**config.mk**
```make
export PLATFORM = sky130hd
export DESIGN_NAME = imem_access_ctrl
export DESIGN_NICKNAME = d
export VERILOG_FILES = /design/src/rtl/imem_access_ctrl.sv
export SDC_FILE = /design/constraint.sdc
export NUM_CORES = 1
export LEC_CHECK = 0
export BUFFER_PORTS_ARGS = -buffer_cell sky130_fd_sc_hd__buf_2
export CORE_MARGIN = 5
export CORE_UTILIZATION = 54
export DETAILED_ROUTE_END_ITERATION = 12
export PLACE_DENSITY = 0.85
export SYNTH_ARGS = -nofsm -noshare
export SYNTH_HDL_FRONTEND = slang
export SYNTH_SLANG_ARGS = --single-unit
export TNS_END_PERCENT = 20
```
**constraint.sdc**
```tcl
create_clock -name clk -period 3 [get_ports clk]
set_input_delay 0.3 -clock clk [delete_from_list [all_inputs] [get_ports clk]]
set_output_delay 0.3 -clock clk [all_outputs]
set_load 0.005 [all_outputs]
```
**src/rtl/imem_access_ctrl.sv**
```systemverilog
// imem_access_ctrl: arbitrates the single port of the 32x32 instruction memory between fetch reads and loader writes.
// Latency: ack pulses 3 cycles after the grant edge (PARK, RD/WR, CAP/DONE); back-to-back accesses take 4 cycles.
// Backpressure: requesters hold req until ack; the loader wins ties unless fetch has waited FETCH_STARVE loader grants.
//
// Ports:
//   clk, rst               clock (rising edge), asynchronous active-low reset
//   f_req/f_addr           fetch request and address; f_ack/f_data return the instruction
//   ld_req/ld_addr/ld_data loader write request; ld_ack pulses when the write is done
//   busy                   high whenever an access is in flight
//   mem_*                  pins of the instruction memory (write_en, mode, address, data_in, data_out)
module imem_access_ctrl #(
  parameter int AW           = 5,
  parameter int DW           = 32,
  parameter int PARK_ADDR    = 0,
  parameter int FETCH_STARVE = 4
) (
  input  logic          clk,
  input  logic          rst,
  input  logic          f_req,
  input  logic [AW-1:0] f_addr,
  output logic          f_ack,
  output logic [DW-1:0] f_data,
  input  logic          ld_req,
  input  logic [AW-1:0] ld_addr,
  input  logic [DW-1:0] ld_data,
  output logic          ld_ack,
  output logic          busy,
  output logic          mem_write_en,
  output logic          mem_mode,
  output logic [AW-1:0] mem_address,
  output logic [DW-1:0] mem_data_in,
  input  logic [DW-1:0] mem_data_out
);

  localparam int            SW         = $clog2(FETCH_STARVE + 1);
  localparam logic [SW-1:0] STARVE_MAX = SW'(FETCH_STARVE);
  localparam logic [AW-1:0] PARK       = AW'(PARK_ADDR);

  typedef enum logic [2:0] {
    S_IDLE,
    S_PARK,
    S_RD,
    S_CAP,
    S_WR,
    S_DONE
  } state_t;

  state_t        state_q;
  logic          is_wr_q;
  logic [AW-1:0] tgt_q;
  logic [DW-1:0] wdat_q;
  logic [SW-1:0] starve_q;
  logic          f_ack_q;
  logic          ld_ack_q;
  logic          mem_we_q;
  logic          mem_mode_q;
  logic [AW-1:0] mem_addr_q;
  logic [DW-1:0] mem_din_q;
  logic [DW-1:0] f_data_q;

  logic          grant_f_d;
  logic          grant_ld_d;
  logic [AW-1:0] park_f_d;
  logic [AW-1:0] park_ld_d;
  logic [SW-1:0] starve_ld_d;

  // The park address must differ from the target so the following RD/WR
  // cycle always presents an address event to the memory.
  always_comb begin
    grant_f_d   = f_req && (!ld_req || (starve_q == STARVE_MAX));
    grant_ld_d  = ld_req && !grant_f_d;
    park_f_d    = (f_addr == PARK) ? (PARK ^ AW'(1)) : PARK;
    park_ld_d   = (ld_addr == PARK) ? (PARK ^ AW'(1)) : PARK;
    starve_ld_d = '0;
    if (f_req) begin
      starve_ld_d = (starve_q == STARVE_MAX) ? starve_q : starve_q + SW'(1);
    end
  end

  always_ff @(posedge clk or negedge rst) begin
    if (!rst) begin
      state_q    <= S_IDLE;
      is_wr_q    <= 1'b0;
      tgt_q      <= '0;
      wdat_q     <= '0;
      starve_q   <= '0;
      f_ack_q    <= 1'b0;
      ld_ack_q   <= 1'b0;
      mem_we_q   <= 1'b0;
      mem_mode_q <= 1'b0;
      mem_addr_q <= '0;
      mem_din_q  <= '0;
      f_data_q   <= '0;
    end else begin
      f_ack_q  <= 1'b0;
      ld_ack_q <= 1'b0;
      case (state_q)
        S_IDLE: begin
          mem_we_q   <= 1'b0;
          mem_mode_q <= 1'b0;
          if (grant_f_d) begin
            state_q    <= S_PARK;
            is_wr_q    <= 1'b0;
            tgt_q      <= f_addr;
            starve_q   <= '0;
            mem_addr_q <= park_f_d;
          end else if (grant_ld_d) begin
            state_q    <= S_PARK;
            is_wr_q    <= 1'b1;
            tgt_q      <= ld_addr;
            wdat_q     <= ld_data;
            starve_q   <= starve_ld_d;
            mem_addr_q <= park_ld_d;
          end
        end
        S_PARK: begin
          mem_addr_q <= tgt_q;
          if (is_wr_q) begin
            state_q    <= S_WR;
            mem_we_q   <= 1'b1;
            mem_mode_q <= 1'b1;
            mem_din_q  <= wdat_q;
          end else begin
            state_q <= S_RD;
          end
        end
        S_RD: begin
          // Memory has seen the target address for a full cycle; capture now.
          state_q  <= S_CAP;
          f_ack_q  <= 1'b1;
          f_data_q <= mem_data_out;
        end
        S_CAP: begin
          state_q <= S_IDLE;
        end
        S_WR: begin
          state_q    <= S_DONE;
          mem_we_q   <= 1'b0;
          mem_mode_q <= 1'b0;
          ld_ack_q   <= 1'b1;
        end
        S_DONE: begin
          state_q <= S_IDLE;
        end
        default: begin
          state_q <= S_IDLE;
        end
      endcase
    end
  end

  assign f_ack        = f_ack_q;
  assign f_data       = f_data_q;
  assign ld_ack       = ld_ack_q;
  assign busy         = (state_q != S_IDLE);
  assign mem_write_en = mem_we_q;
  assign mem_mode     = mem_mode_q;
  assign mem_address  = mem_addr_q;
  assign mem_data_in  = mem_din_q;

endmodule

```
* Word level (Yosys, flattened, before mapping) *
Cells that the tools add are included.

cells by class
  bitwise operators = 1
  muxes and demuxes = 21
  $add $sub $neg = 1
  reduce and logical (&&, ||, !) cells = 19
  multipliers = 0
  $lt $le $gt $ge = 0
  shifts and indexed selects = 0
  div/mod/pow operators = 0
  equal/unequal tests = 7

operators by type and width
  operator                                                                number
  3-bit 2-to-1 mux                                                        7
  5-bit 2-to-1 mux                                                        4
  3-bit case mux with 4 select lines                                      1
  5-bit zero test                                                         2
  5-bit case mux with 2 select lines                                      1
  2-bit AND reduction                                                     4
  1-bit 2-to-1 mux                                                        7
  3-bit equality test (second input constant)                             2
  3-bit != test (second input constant)                                   2
  3-bit AND reduction                                                     2
  2-bit nonzero test                                                      3
  3-bit by 1-bit adder with 3-bit output (second input constant)          1
  3-bit by 1-bit equality test with 1-bit output (second input constant)  1
  3-bit by 2-bit equality test with 1-bit output (second input constant)  1
  3-bit zero test                                                         1
  3-bit nonzero test                                                      1
  1-bit logical AND                                                       2
  1-bit zero test                                                         2
  2-bit != test (second input constant)                                   1
  1-bit case mux with 2 select lines                                      1
  2-bit OR reduction                                                      1
  1-bit logical OR                                                        1
  1-bit NOT                                                               1

storage, ports and cells
  word-level logic and storage cells = 60
  register bits = 116
  memory bits (read-only) = 0
  output and inout port bits = 74
  latch bits = 0
  RAM bits = 0
  memories = 0
  bits of input ports = 78

* Longest topological paths before layout *
Gate-level depths: netlist of the first run.

  depth after elaboration = 8
  mapped depth = 7
  mapped depth without buffers = 6

* Least setup slack after synthesis of the first run *
Ideal clock, no wire load.

  kind = reg2reg
  start = register state_q[0]
  end = register wdat_q[10]
  setup slack = 1.101 ns
  clock period less this slack = 1.899 ns
  setup time = 0.125 ns
  path buffers = 2
  cell stages (with the launch flop) = 6
  data required time = 2.875 ns
  arrival time = 1.774 ns
  cell sequence = dfrtp_1 -> buf_4 -> or4b_4 -> a21oi_4 -> buf_8 -> mux2_2

between the ends
  word-level cells in the longest chain between the ends = 2

ends and longest elaborated chain
  what                           line  text
  start: declaration             48    state_t state_q;
  start signal: assignment       82    state_q <= S_IDLE;
  start signal: assignment       102   state_q <= S_PARK;
  start signal: assignment       108   state_q <= S_PARK;
  3-bit zero test                97    case (state_q)
  3-bit AND reduction (no line)  n/a
  end signal: assignment         111   wdat_q <= ld_data;
  end: declaration               51    logic [DW-1:0] wdat_q;

Every way passes these cells.
A chain may end at the register's enable or synchronous reset.

* Final worst setup path of the first run *
  start = register state_q[1]
  end = register wdat_q[11]

The elaborated chain is that of the path after synthesis.

==> qor.csv, run 1 <==
stage;metric;value;unit
sta;unrepaired setup endpoints after global routing;false;
sta;Final Critical Period;2.12;ns
power_and_ir_drop;pwr dens;1130;mW/mm2
worst_setup_path;WP data arrival;2.51;ns
yosys;synth top area cells;dfrtp_1 64%, mux2_2 24%, nand2_1 1.4%;
sta;WHS;0.0203;ns
yosys;FF+latch count, synth;116;
clock_tree;H-Tree Level Count;4;
yosys;EDFF count, synth;0;
yosys;share of the synthesized area in the top cell type;64.1;%
sta;final setup fails;0;
die;Core Region;0.00818;mm2
yosys;post-synth top area cell;dfrtp_1;
yosys;Seq/Total Area, Yosys;64.1;%
drt;wire length per cell;17.2;um
finish;Sequential Area;0.00290;mm2
drt;DRT antenna net count;0;
yosys;count of unique library cells instantiated by Yosys;32;
clock_tree;cts repair resizes;0;
hold_path;hold path startpoint;mem_data_out[15];
worst_setup_path;worst reg2reg path startpoint;state_q[1];
die;I/O Pins;152;
clock_tree;Root Driver;clkbuf_8;
die;Die Ht;102;um
finish;fin area;0.00613;mm2
clock_tree;Skew-Pair Late Insertion Delay;0.51;ns
power_and_ir_drop;P_leak;2.96;nW
yosys;Post-synth ARST share;100;%
sta;Fin Setup TNS;0;ns
drt;routed wire length;10000;um
sta;Slew @ Worst Pin;0.804;ns
yosys;top post-synthesis cells by count;116 x dfrtp_1, 96 x mux2_2, 17 x nand2_1;
global_routing;pin count of the biggest net entering global routing;63;
sta;Final Max Slew Viols;0;
drt;via count;3032;
finish;antenna cells;0;
drt;vias per std cell;5.19;
worst_setup_path;Crit. End Element;register;
die;Die ar.;0.0103;mm2
yosys;Main synth FF type;dfrtp_1;
clock_tree;TritonCTS Buffers;17;
yosys;Mapped Avg Cell Area;15.4;um2
yosys;Post-Synthesis Cells;294;
worst_setup_path;Startpoint Class;register;
sta;Final Cycle Share;70.6;%
sta;Layout Skew;0.00686;ns
clock_tree;# Post-CTS Setup Buffers;0;
worst_setup_path;worst-path fanout max;27;
worst_setup_path;critical path type;reg -> reg;
clock_tree;CTS sink cnt;116;
global_routing;first-pass GRT wire length;16300;um
yosys;Mapped Nets;374;
place;PortBufs;151;
outcome;run status;complete, no violations;
die;initial cell density of the core;55.4;%
finish;multi-input logic area;0.00151;mm2
yosys;top-count cell post-synth;dfrtp_1;
yosys;warnings from Yosys;0;
clock_tree;CTS tree;built;
global_routing;gr usage total;20.8;%
sta;Max transition margin;46.4;%
finish;share of cells above drive strength 1;61.0;%
finish;area grow syn2layout;35.3;%
place;Post-DP HPWL;6750;um
drt;drt pass-1 iters;4;
flow_run;# Max-Cap Violations;0;
finish;fin nets;546;
global_routing;initial antenna violation count;0;
place;GPL Wtd Cong;0.734;
place;Area after DPL;0.00538;mm2
clock_tree;Clock Pin Slew Worst Setup and Hold Paths;0.06;ns
drt;# DRC;0;
power_and_ir_drop;Max VDD drop;0.000610;V
clock_tree;clock tree buffer depth;2;
die;die width;102;um
die;Row Count;33;
global_routing;Overflow after GRT;0;
drt;1st-iter DRT viols;70;
sta;Final Hold Viols;0;
sta;fmax;472;MHz
hold_path;Hold Path Class;in -> reg;
finish;fill cell count;547;
worst_setup_path;Worst EP required;3.39;ns
global_routing;vias in the first global route;3272;
yosys;post-synthesis cell area;0.00453;mm2
worst_setup_path;Setup crit start;state_q[1];
[flip-flops by register name (all words and copies together) (netlist names)]
register     flops
f_data          32
mem_mode         1
mem_data_in     32
mem_address      5
state_q          3
ld_ack           1
starve_q         3
is_wr_q          1
wdat_q          32
tgt_q            5
f_ack            1
[through the flow]
stage                     util (%)  setup slack, ns  cells  power, mW
after CTS                     74.9            0.861    584       7.03
after global placement        65.8            0.951    541       4.69
final                         74.9            0.882    584       6.94
after floorplan                  -             1.10    294       3.97
after global routing          74.9            0.800    584       7.37
after detailed placement      65.8            0.891    541       4.82
[cells by family after synthesis]
| group | Yosys count | share of synthesized area [%] |
|---|---|---|
| compound gates | 22 | 3.07 |
| xor+xnor | 1 | 0.193 |
| fa+ha+maj | 2 | 0.552 |
| buf+inv | 16 | 2.85 |
| flops | 116 | 64.1 |
| mux | 102 | 25.2 |
| simple gates | 35 | 4.06 |
[where the power goes]
part | internal [mW] | leakage, nW | switching, mW
Clock | 1.41 | 0.302 | 0.729
Sequential | 2.34 | 1.40 | 0.425
Combinational | 1.21 | 1.25 | 0.827
[layout by cell type, fill, tap and decap left out]
master           n
nand3_1          1
buf_2          150
nor2_1           5
clkinvlp_4       3
and2_2           1
dfrtp_1        116
a21oi_1          1
o31ai_1          1
or2_2            2
o21ai_0         12
a21o_1           2
or3b_2           1
o21ai_1          2
or3_1            1
buf_4            3
mux2i_1          6
mux2_2          96
a21bo_2          1
o21bai_1         1
bufinv_16        4
nand2b_1         1
nor3b_4          1
xnor2_1          1
clkinv_4         2
nand2_1         17
ha_1             2
or4_1            2
clkbuf_8         3
a21oi_4          1
a22oi_1          1
inv_1            2
clkbuf_16       16
dlygate4sd3_1   11
or4b_4           1
nor3b_1          2
buf_12           3
inv_6            4
[repair_timing]
action                     in CTS  in global routing
hold buffers                   11                  0
setup endpoints to repair       0                  0
hold endpoints to repair       71                  0
[final cells by class]
| cell class | count | area share [%] |
|---|---|---|
| clock buffer | 19 | 7.21 |
| clock inverter | 13 | 3.19 |
| inverter | 2 | 0.123 |
| multi-input combinational | 162 | 24.6 |
| sequential | 116 | 47.4 |
| tap | 105 | 2.14 |
| timing repair buffer | 167 | 15.4 |
[layer usage]
metal	share of wire [%]	global-route usage (%)	wire length [um]
met1	40	25.4	4050
met2	49	33.5	4870
met3	9.7	8.26	973
met4	1.3	7.67	134
met5	0	0	0
[path summary, 6_finish.rpt]
check | endpoint | cells after the start | slack [ns]
max | wdat_q[11] | 4 | 0.88
min | f_data[15] | 2 | 0.02
max reg2reg | wdat_q[11] | 4 | 0.88
min reg2reg | tgt_q[3] | 2 | 0.48
max in group asynchronous | wdat_q[23] | 3 | 1.82
min in group asynchronous | mem_data_in[8] | 2 | 0.42
[worst max-delay path: stages, from the launching register on]
cell	delay, ns
dfrtp_1	0.46
or4b_4	0.58
a21oi_4	0.35
buf_12	0.25
mux2_2	0.36
Power figures use the tool's default switching activity.
==> inputs of run 2 (changes only) <==
--- a/config.mk
+++ b/config.mk
@@ -7,9 +7,9 @@
 export LEC_CHECK = 0
 export BUFFER_PORTS_ARGS = -buffer_cell sky130_fd_sc_hd__buf_2
 export CORE_MARGIN = 5
-export CORE_UTILIZATION = 54
+export CORE_UTILIZATION = 45
 export DETAILED_ROUTE_END_ITERATION = 12
-export PLACE_DENSITY = 0.85
+export PLACE_DENSITY = 0.75
 export SYNTH_ARGS = -nofsm -noshare
 export SYNTH_HDL_FRONTEND = slang
 export SYNTH_SLANG_ARGS = --single-unit
==> constraint.sdc (replaced) <==
create_clock -name clk -period 1.8 [get_ports clk]
set_input_delay 0.18 -clock clk [delete_from_list [all_inputs] [get_ports clk]]
set_output_delay 0.18 -clock clk [all_outputs]
set_load 0.005 [all_outputs]
==> run 2 against run 1 <==
- largest power group unchanged
- total power is 71% higher
- sequential cell count stayed put
- the run now ends with negative setup slack left
- critical endpoint is now wdat_q[19]
- final area is 14% higher
- worst hold slack better by 0.0054 ns
- combinational power is 100% higher
==> qor.csv, run 2 (synthesis results as in run 1) <==
stage;metric;value;unit;change
clock_tree;clock tree buffer depth;2;;unchanged
global_routing;Overflow after GRT;0;;unchanged
die;Core Region;0.00977;mm2;+20%
worst_setup_path;CP max stage cell;or4b_4;;
finish;area grow syn2layout;54.8;%;
hold_path;hold path startpoint;f_addr[4];;
power_and_ir_drop;P_leak;3.38;nW;+14%
die;I/O Pins;152;;unchanged
worst_setup_path;Crit path depth;5;;+1
sta;Layout Skew;0.00691;ns;+0.0000451 ns
finish;leading cell type in the layout, fill and taps excluded;buf_2;;
clock_tree;CTS sink cnt;116;;unchanged
sta;final setup fails;28;;+28
sta;Final Critical Period;1.85;ns;-0.273 ns
worst_setup_path;Crit. End Element;register;;
sta;Final Hold Viols;0;;unchanged
worst_setup_path;Reg2Reg Setup Slack;-0.05;ns;-0.93 ns
finish;fin area;0.00701;mm2;+14%
drt;wire length per cell;17.5;um;+1.7%
worst_setup_path;Startpoint Class;register;;
hold_path;Hold EP;tgt_q[4];;
drt;vias per std cell;4.89;;-5.9%
clock_tree;Clock Pin Slew Worst Setup and Hold Paths;0.05;ns;about the same
drt;routed wire length;12000;um;+19%
die;initial cell density of the core;46.3;%;-9.1 points
worst_setup_path;worst reg2reg path startpoint;state_q[0];;
clock_tree;Skew-Pair Late Insertion Delay;0.50;ns;about the same
place;PortBufs;151;;unchanged
place;placed insts;577;;+6.7%
place;Area after DPL;0.00559;mm2;+3.9%
finish;most frequent cells in the layout;149 x buf_2, 116 x dfrtp_1, 74 x dlygate4sd3_1, 68 x mux2_2, 28 x mux2_4;;
die;Die ar.;0.0122;mm2;+18%
global_routing;vias in the first global route;3687;;+13%
power_and_ir_drop;pwr dens;1690;mW/mm2;+49%
place;post-place setup slack;-0.0464;ns;-0.938 ns
finish;fin nets;621;;+14%
sta;Max transition margin;74.4;%;+28 points
clock_tree;TritonCTS Buffers;17;;unchanged
worst_setup_path;Worst Path Buf+Inv;2;;+1
drt;DRT antenna net count;0;;unchanged
sta;Final Max Slew Viols;0;;unchanged
global_routing;gr usage total;20.1;%;-0.72 points
drt;1st-iter DRT viols;135;;+93%
clock_tree;H-Tree Level Count;4;;unchanged
sta;unrepaired setup endpoints after global routing;true;;
clock_tree;Root Driver;clkbuf_8;;
drt;drt pass-1 iters;4;;unchanged
flow_run;# Max-Cap Violations;0;;unchanged
sta;Setup WS post-layout;-0.0452;ns;-0.927 ns
die;die width;110;um;+8.6%
power_and_ir_drop;Max VDD drop;0.000986;V;+62%
global_routing;initial antenna violation count;0;;unchanged
finish;antenna cells;0;;unchanged
outcome;run status;complete, but fails checks;;
finish;share of cells above drive strength 1;54.8;%;-6.2 points
die;Row Count;36;;+9.1%
worst_setup_path;CP max stage delay;0.55;ns;-0.03 ns
worst_setup_path;critical path's top delay family;simple AND/OR/NAND/NOR gates;;
finish;fill cell count;646;;+18%
drt;via count;3353;;+11%
place;GPL Wtd Cong;0.784;;+6.7%
hold_path;WHS Path Cells;3;;+1
global_routing;first-pass GRT wire length;18400;um;+13%
hold_path;Hold Path Class;in -> reg;;
worst_setup_path;FF-to-FF End;wdat_q[19];;
worst_setup_path;critical path type;reg -> reg;;
worst_setup_path;WP data arrival;2.23;ns;-0.28 ns
worst_setup_path;CP Cell Sequence;or4b_4 > a21oi_4 > buf_12 > clkbuf_16 > mux2_4;;
outcome;violated checks;negative setup slack;;
die;Die Ht;110;um;+8.6%
sta;fmax;542;MHz;+15%
worst_setup_path;worst-case reg-to-reg path depth;5;;+1
worst_setup_path;Worst EP required;2.18;ns;-1.21 ns
finish;fin cells;686;;+17%
place;Post-DP HPWL;7070;um;+4.8%
clock_tree;CTS tree;built;;
sta;Slew @ Worst Pin;0.384;ns;-0.420 ns
sta;Final Cycle Share;103;%;+32 points
global_routing;pin count of the biggest net entering global routing;63;;unchanged
worst_setup_path;worst-path fanout max;8;;-70%
drt;# DRC;0;;unchanged
==> run 2: worst max path at each step <==
stage	startpoint	end	slack, ns
2_1_floorplan	state_q[1]	wdat_q[10]	-0.06
3_3_place_gp	state_q[1]	wdat_q[16]	0.001
3_5_place_dp	state_q[1]	wdat_q[22]	-0.05
4_1_cts	state_q[1]	wdat_q[15]	-0.07
5_1_grt	state_q[0]	wdat_q[27]	-0.07
6_report	state_q[0]	wdat_q[19]	-0.05
==> run 2: power breakdown <==
part           total, mW  switching (mW)  internal, mW
combinational       4.13            1.59          2.54
sequential          4.60           0.694          3.91
clock               3.13            1.12          2.01
==> run 2: repair_timing <==
action                                  in CTS  in global routing
gates resized for setup                      9                  3
endpoints found under the setup margin      32                 42
cloned                                       0                  2
hold endpoints to repair                   185                  0
setup buffers                                1                  1
hold buffers                                74                  0
pin swaps                                    0                  1
==> run 2: layout make-up <==
class / instances / area, um2 / area share, %
Sequential cell: 116 / 2900 / 41.4
Timing Repair Buffer: 242 / 1760 / 25.1
Multi-Input combinational cell: 162 / 1620 / 23.0
Clock buffer: 20 / 445 / 6.35
Tap cell: 133 / 166 / 2.37
Clock inverter: 11 / 110 / 1.57
Inverter: 2 / 7.51 / 0.107
==> run 2: stage by stage <==
stage | hold slack (ns) | setup TNS, ns | power (mW) | utilization [%]
after CTS | 0.00673 | -1.28 | 11.8 | 70.9
after detailed placement | 0.214 | -0.899 | 8.35 | 57.2
after global placement | 0.208 | 0 | 8.16 | 57.2
after floorplan | -0.116 | -1.68 | 6.80 | -
final | 0.0256 | -0.756 | 11.9 | 71.7
after global routing | 0.0564 | -1.55 | 12.6 | 71.7
==> run 2: per-layer routing <==
| layer | up-vias | GRT usage, % | part of all wire (%) | wire length, um |
|---|---|---|---|---|
| met5 | - | 0 | 0 | 0 |
| met4 | 0 | 7.21 | 1.1 | 133 |
| met3 | 17 | 7.28 | 7.3 | 869 |
| met2 | 133 | 35.5 | 53 | 6330 |
| li1 | 1526 | - | - | - |
| met1 | 1677 | 22.2 | 39 | 4650 |
==> run 2: tightest hold or removal path, stage by stage <==
cell and delay (ns):
buf_2 0.08, mux2i_1 0.07, o21ai_0 0.15
